File: src/rtl/hazard_ctrl.sv
// Stall/flush sequencer for the 5-stage core: load-use, taken branch, multi-cycle EX and dmem waits.
// Optional stall-cycle counter is built only when HAZARD_STALL_CNT_EN is defined.
module hazard_ctrl #(
    parameter int MULTI_LAT   = 4,
    parameter int MEM_TIMEOUT = 64
) (
    input  logic        clk,
    input  logic        rstn,
    input  logic [4:0]  ID_rs1,
    input  logic [4:0]  ID_rs2,
    input  logic        ID_use_rs1,
    input  logic        ID_use_rs2,
    input  logic [4:0]  EX_rd,
    input  logic        EX_mem_read,
    input  logic        EX_multi,
    input  logic        EX_taken,
    input  logic        MEM_mem_access,
    input  logic        MEM_dmem_ready,
    output logic        pc_write,
    output logic        IF_ID_write,
    output logic        IF_ID_flush,
    output logic        ID_EX_write,
    output logic        ID_EX_flush,
    output logic        EX_MEM_write,
    output logic        EX_MEM_flush,
    output logic        MEM_WB_flush,
    output logic        busy_multi,
    output logic        mem_timeout,
    output logic [31:0] stall_cycles
);

    typedef enum logic {RUN, MULTI} state_t;

    localparam bit         MULTI_EN  = (MULTI_LAT > 1);
    localparam logic [3:0] MCNT_LOAD = MULTI_EN ? 4'(MULTI_LAT - 2) : 4'd0;
    localparam logic [7:0] WCNT_MAX  = 8'(MEM_TIMEOUT);

    state_t     state_reg, state_next;
    logic [3:0] mcnt_reg, mcnt_next;
    logic [7:0] wcnt_reg, wcnt_next;
    logic       timeout_reg, timeout_next;
    logic       mem_wait, load_use, multi_start, multi_hold;

    always_comb begin
        mem_wait    = MEM_mem_access && !MEM_dmem_ready;
        load_use    = EX_mem_read && (EX_rd != 5'd0) &&
                      ((ID_use_rs1 && (ID_rs1 == EX_rd)) || (ID_use_rs2 && (ID_rs2 == EX_rd)));
        multi_start = (state_reg == RUN) && EX_multi && MULTI_EN;
        multi_hold  = (state_reg == MULTI) && (mcnt_reg != 4'd0);

        pc_write     = 1'b1;
        IF_ID_write  = 1'b1;
        IF_ID_flush  = 1'b0;
        ID_EX_write  = 1'b1;
        ID_EX_flush  = 1'b0;
        EX_MEM_write = 1'b1;
        EX_MEM_flush = 1'b0;
        MEM_WB_flush = 1'b0;

        state_next   = state_reg;
        mcnt_next    = mcnt_reg;
        wcnt_next    = 8'd0;
        timeout_next = timeout_reg;

        if (!rstn) begin
            pc_write     = 1'b0;
            IF_ID_write  = 1'b0;
            ID_EX_write  = 1'b0;
            EX_MEM_write = 1'b0;
            IF_ID_flush  = 1'b1;
            ID_EX_flush  = 1'b1;
            EX_MEM_flush = 1'b1;
            MEM_WB_flush = 1'b1;
        end else if (mem_wait) begin
            // Whole front of the pipe holds; MEM/WB gets a bubble. FSM and mcnt freeze.
            pc_write     = 1'b0;
            IF_ID_write  = 1'b0;
            ID_EX_write  = 1'b0;
            EX_MEM_write = 1'b0;
            MEM_WB_flush = 1'b1;
            wcnt_next    = (wcnt_reg == WCNT_MAX) ? wcnt_reg : wcnt_reg + 8'd1;
            if (wcnt_next == WCNT_MAX)
                timeout_next = 1'b1;
        end else if (multi_start || multi_hold) begin
            // EX keeps the multi op; EX/MEM receives a bubble each held cycle.
            pc_write     = 1'b0;
            IF_ID_write  = 1'b0;
            ID_EX_write  = 1'b0;
            EX_MEM_flush = 1'b1;
            if (multi_start) begin
                state_next = MULTI;
                mcnt_next  = MCNT_LOAD;
            end else begin
                mcnt_next  = mcnt_reg - 4'd1;
            end
        end else begin
            state_next = RUN;
            if (EX_taken) begin
                IF_ID_flush = 1'b1;
                ID_EX_flush = 1'b1;
            end else if (load_use) begin
                pc_write    = 1'b0;
                IF_ID_write = 1'b0;
                ID_EX_flush = 1'b1;
            end
        end
    end

    always_ff @(posedge clk) begin
        if (!rstn) begin
            state_reg   <= RUN;
            mcnt_reg    <= 4'd0;
            wcnt_reg    <= 8'd0;
            timeout_reg <= 1'b0;
        end else begin
            state_reg   <= state_next;
            mcnt_reg    <= mcnt_next;
            wcnt_reg    <= wcnt_next;
            timeout_reg <= timeout_next;
        end
    end

    assign busy_multi  = rstn && (state_reg == MULTI);
    assign mem_timeout = rstn && timeout_reg;

`ifdef HAZARD_STALL_CNT_EN
    logic [31:0] stall_cnt_reg;

    always_ff @(posedge clk) begin
        if (!rstn)
            stall_cnt_reg <= 32'd0;
        else if (!pc_write)
            stall_cnt_reg <= stall_cnt_reg + 32'd1;
    end

    assign stall_cycles = rstn ? stall_cnt_reg : 32'd0;
`else
    assign stall_cycles = 32'd0;
`endif

endmodule

File: config.mk
export PLATFORM = sky130hd
export DESIGN_NAME = hazard_ctrl
export DESIGN_NICKNAME = d
export VERILOG_FILES = /design/src/rtl/hazard_ctrl.sv
export SDC_FILE = /design/constraint.sdc
export NUM_CORES = 1
export LEC_CHECK = 0
export CORE_MARGIN = 2
export CORE_UTILIZATION = 42
export CTS_CLUSTER_SIZE = 24
export DETAILED_ROUTE_END_ITERATION = 12
export GPL_TIMING_DRIVEN = 0
export PLACE_DENSITY = 0.86
export SLEW_MARGIN = 20
export SYNTH_ARGS = -nofsm -noshare
export SYNTH_HDL_FRONTEND = slang
export SYNTH_SLANG_ARGS = --single-unit
File: constraint.sdc
create_clock -name clk -period 4.27 [get_ports clk]
set_input_delay 0.6405 -clock clk [delete_from_list [all_inputs] [get_ports clk]]
set_output_delay 0.6405 -clock clk [all_outputs]
set_load 0.02 [all_outputs]
==> metrics.md <==
| Metric | Value |
|---|---|
| Status | `completed` |
| ANT cells | `0` |
| Hold depth | `2` |
| Clock sinks | `14` |
| Initial antenna violation count | `0` |
| Top-area cell type share of the netlist area | `between 20% and 30%` |
| CP Cell Sequence | `clkdlybuf4s50_1 > xor2_1 > nor4_1 > a32oi_1 > o311ai_0 > clkdlybuf4s50_1` |
| Crit-path slowest cell | `clkdlybuf4s50_1` |
| FP Rows | `19` |
| PwrDens | `~230 nW/um^2` |
| Global routing usage on met3 | `about 4.7%` |
| Drt pass-1 iters | `4` |
| Fin crit period | `3.45 ns` |
| Largest net degree at the start of global routing | `9` |
| Fin area | `1740 sq um` |
| Logic pwr share | `between 30% and 40%` |
| Final hold vios | `0` |
| Fmax | `slightly below 0.3 GHz` |
| Mapped cell area | `roughly 1200 sq um` |
| Port Buf Inserts | `33` |
| Vias in the first global route | `934` |
| Syn Inst Count | `150` |
| Max stage delay on crit path | `between 0.6 and 0.7 ns` |
| Crit path buf inv count | `2` |
| Worst hold slack | `between 0.4 and 0.5 ns` |
| RSZ-0062 raised after global routing | `false` |
| Total CTS buffers | `3` |
| Clock slew at reported path FFs | `0.09 ns` |
| DP Wirelength | `2.24 mm` |
| Post-route setup TNS | `0 ns` |
| Switching share of power | `between 30 and 40%` |
| Met1 usage in global routing | `19.6%` |
| DR DRC count | `0` |
| First-pass GRT wire length | `4.16 mm` |
| Antenna Nets Post-Route | `0` |
| WP data arrival | `~2.8 ns` |
| Flip-flop count of the largest register after layout | `8` |
| CP Class | `in -> out` |
| VDD IR max | `0.000224 V` |
| #FFs+latches synth | `14` |
| Clock Skews | `between 0.0015 and 0.002 ns` |
| Clk root buf | `clkbuf_4` |
| Initial Utilization | `between 40% and 50%` |
| Final count of negative-setup-slack endpoints | `0` |
| Drt wl/cell | `10.6 microns` |
| Layout area overhead | `42.7%` |
| Die Y | `just under 60 microns` |
| Biggest area consumer among synthesized cells | `dfxtp_1` |
| Crit. End Element | `output port` |
| Grt total ovfl | `0` |
| Sequential fraction of design power | `a little under two fifths` |
| Hold/Removal Path Class | `reg -> reg` |
| Initial DRC Count | `22` |
| Top delay family on crit path | `buffers and inverters` |
| Int Pwr | `roughly 260 uW` |
| RD Place Congestion | `approximately 0.78` |
| Power Total | `between 300 and 400 uW` |
| Placed cell area | `around 1700 sq um` |
| Final WS setup | `roughly 0.82 ns` |
| Die W | `approximately 58 microns` |
| Resized cells post-CTS | `0` |
| DIE AREA | `around 3400 sq um` |
| Nets | `247` |
| Most frequent CP cell | `clkdlybuf4s50_1` |
| # IOs | `66` |
| Pre-CTS setup slack | `roughly 0.84 ns` |
| Clock latency on the worst-skew pair | `roughly 0.28 ns` |
| Sequential area share after synthesis | `23.0%` |
| Bufs on Longest Clock Path | `2` |
| Core ar. | `2760 sq um` |
| Cts hold-fix bufs | `0` |
| Synth top area cells | `dfxtp_1, buf_4, xor2_1` |
| Setup crit start kind | `input pin` |
| Routed via count | `1102` |
| CP max FO | `3` |
| CTS H-tree depth | `1` |
| Leakage | `0.815 nW` |
| Share of layout cells above drive strength 1 | `a little over a fifth` |
| EDFF count, synth | `0` |
| Synthesized area per cell | `approximately 8.1 sq um` |
| Global routing's busiest layer | `met2` |
| Max-Cap Viols | `0` |
| Cells on worst reg2reg path | `5` |
| Tot GR Track Use | `15.5%` |
| Final period util | `between 80% and 90%` |
| Asr flop ratio synth | `0%` |
| Synth warnings | `0` |
| Final wirelength | `between 2 and 3 mm` |
| CTS tree | `yes` |
| Clock power share | `24.5%` |
| Vias per inst | `between 4 and 5` |
| CP required | `approximately 3.6 ns` |
| NetSw | `approximately 130 uW` |
| Post-synthesis cell type count | `43` |
| Ys flop type | `dfxtp_1` |
| Max-slew violation count | `0` |
| WP depth | `6` |
| Post-CTS Setup Bufs | `0` |
| Global routing usage on met2 | `between 20% and 30%` |
## layout make-up
type / instances / area, sq um
tap: 31 / 38.8
multi-input combinational: 121 / 744
sequential: 14 / 280
timing repair buffer: 33 / 330
clock buffer: 4 / 36.3
buffer: 37 / 279
inverter: 9 / 33.8
fill: 247 / 1010
## stage by stage
step | instances | utilization [%]
after floorplan | 181 | -
final | 249 | 63.2
after global routing | 249 | 63.2
after global placement | 245 | 61.9
after CTS | 249 | 63.2
after detailed placement | 245 | 61.9
## power by group through the flow
stage                     sequential (mW)  clock [mW]  combinational [mW]
after global placement              0.146           0               0.147
final                               0.144      0.0963               0.152
after global routing                0.145       0.106               0.164
after CTS                           0.144      0.0985               0.151
after floorplan                     0.145           0               0.103
after detailed placement            0.147           0               0.150
## worst register-to-register path, delay by kind of cell, from the launching register on
kind,cells,cell delay (ns)
AND/OR/NAND/NOR,2,0.44
AO/OA/AOI/OAI,2,0.54
flip-flops,1,0.41
adder cells (fa/ha/maj),1,0.27
## logic make-up (layout without fill, tap and decap cells)
logic type	Yosys count	after routing	share of synthesized area (%)
buf+inv	46	83	25.6
simple gates	45	45	20.2
compound gates	22	22	13.8
xor+xnor	17	17	12.2
flops	14	14	23.0
fa+ha+maj	4	4	4.10
other cells	1	32	0.307
mux	1	1	0.820
## cells in the mapped netlist, drive strengths merged, types with 2 or more instances
cell type,n
a311oi,3
inv,9
o41ai,2
dfxtp,14
ha,4
or3,3
o311ai,2
and2,3
buf,37
nor2,11
and3,2
nand2,7
xor2,11
nor4,2
nor3,4
o21ai,6
nand2b,2
a21oi,4
nand3,4
xnor2,6
## cells in the final DEF, fill, tap and decap left out, types with 2 or more instances in the layout
master and instances:
and2_1 2, clkdlybuf4s50_1 33, ha_1 4, or3_1 3
nand2_1 6, conb_1 32, nand2b_1 2, nor3_1 4
nor4_1 2, nand3_1 4, a311oi_1 2, xnor2_1 6
o21ai_0 4, clkbuf_4 3, o21ai_1 2, nor2_1 10
dfxtp_1 14, a21oi_1 4, and3_1 2, buf_4 35
xor2_1 11, inv_1 9
## path summary, 6_finish.rpt
path | from | end | slack, ns
min | timeout_reg | timeout_reg | 0.48
min reg2reg | timeout_reg | timeout_reg | 0.48
max reg2reg | wcnt_reg[1] | timeout_reg | 2.53
max | EX_rd[1] | ID_EX_flush | 0.82
## layer usage
metal | part of all wire [%] | vias up
met2 | 53 | 26
met3 | 4.3 | 0
li1 | - | 585
met4 | 0 | 0
met1 | 43 | 491
met5 | 0 | -
Power figures use the tool's default switching activity.
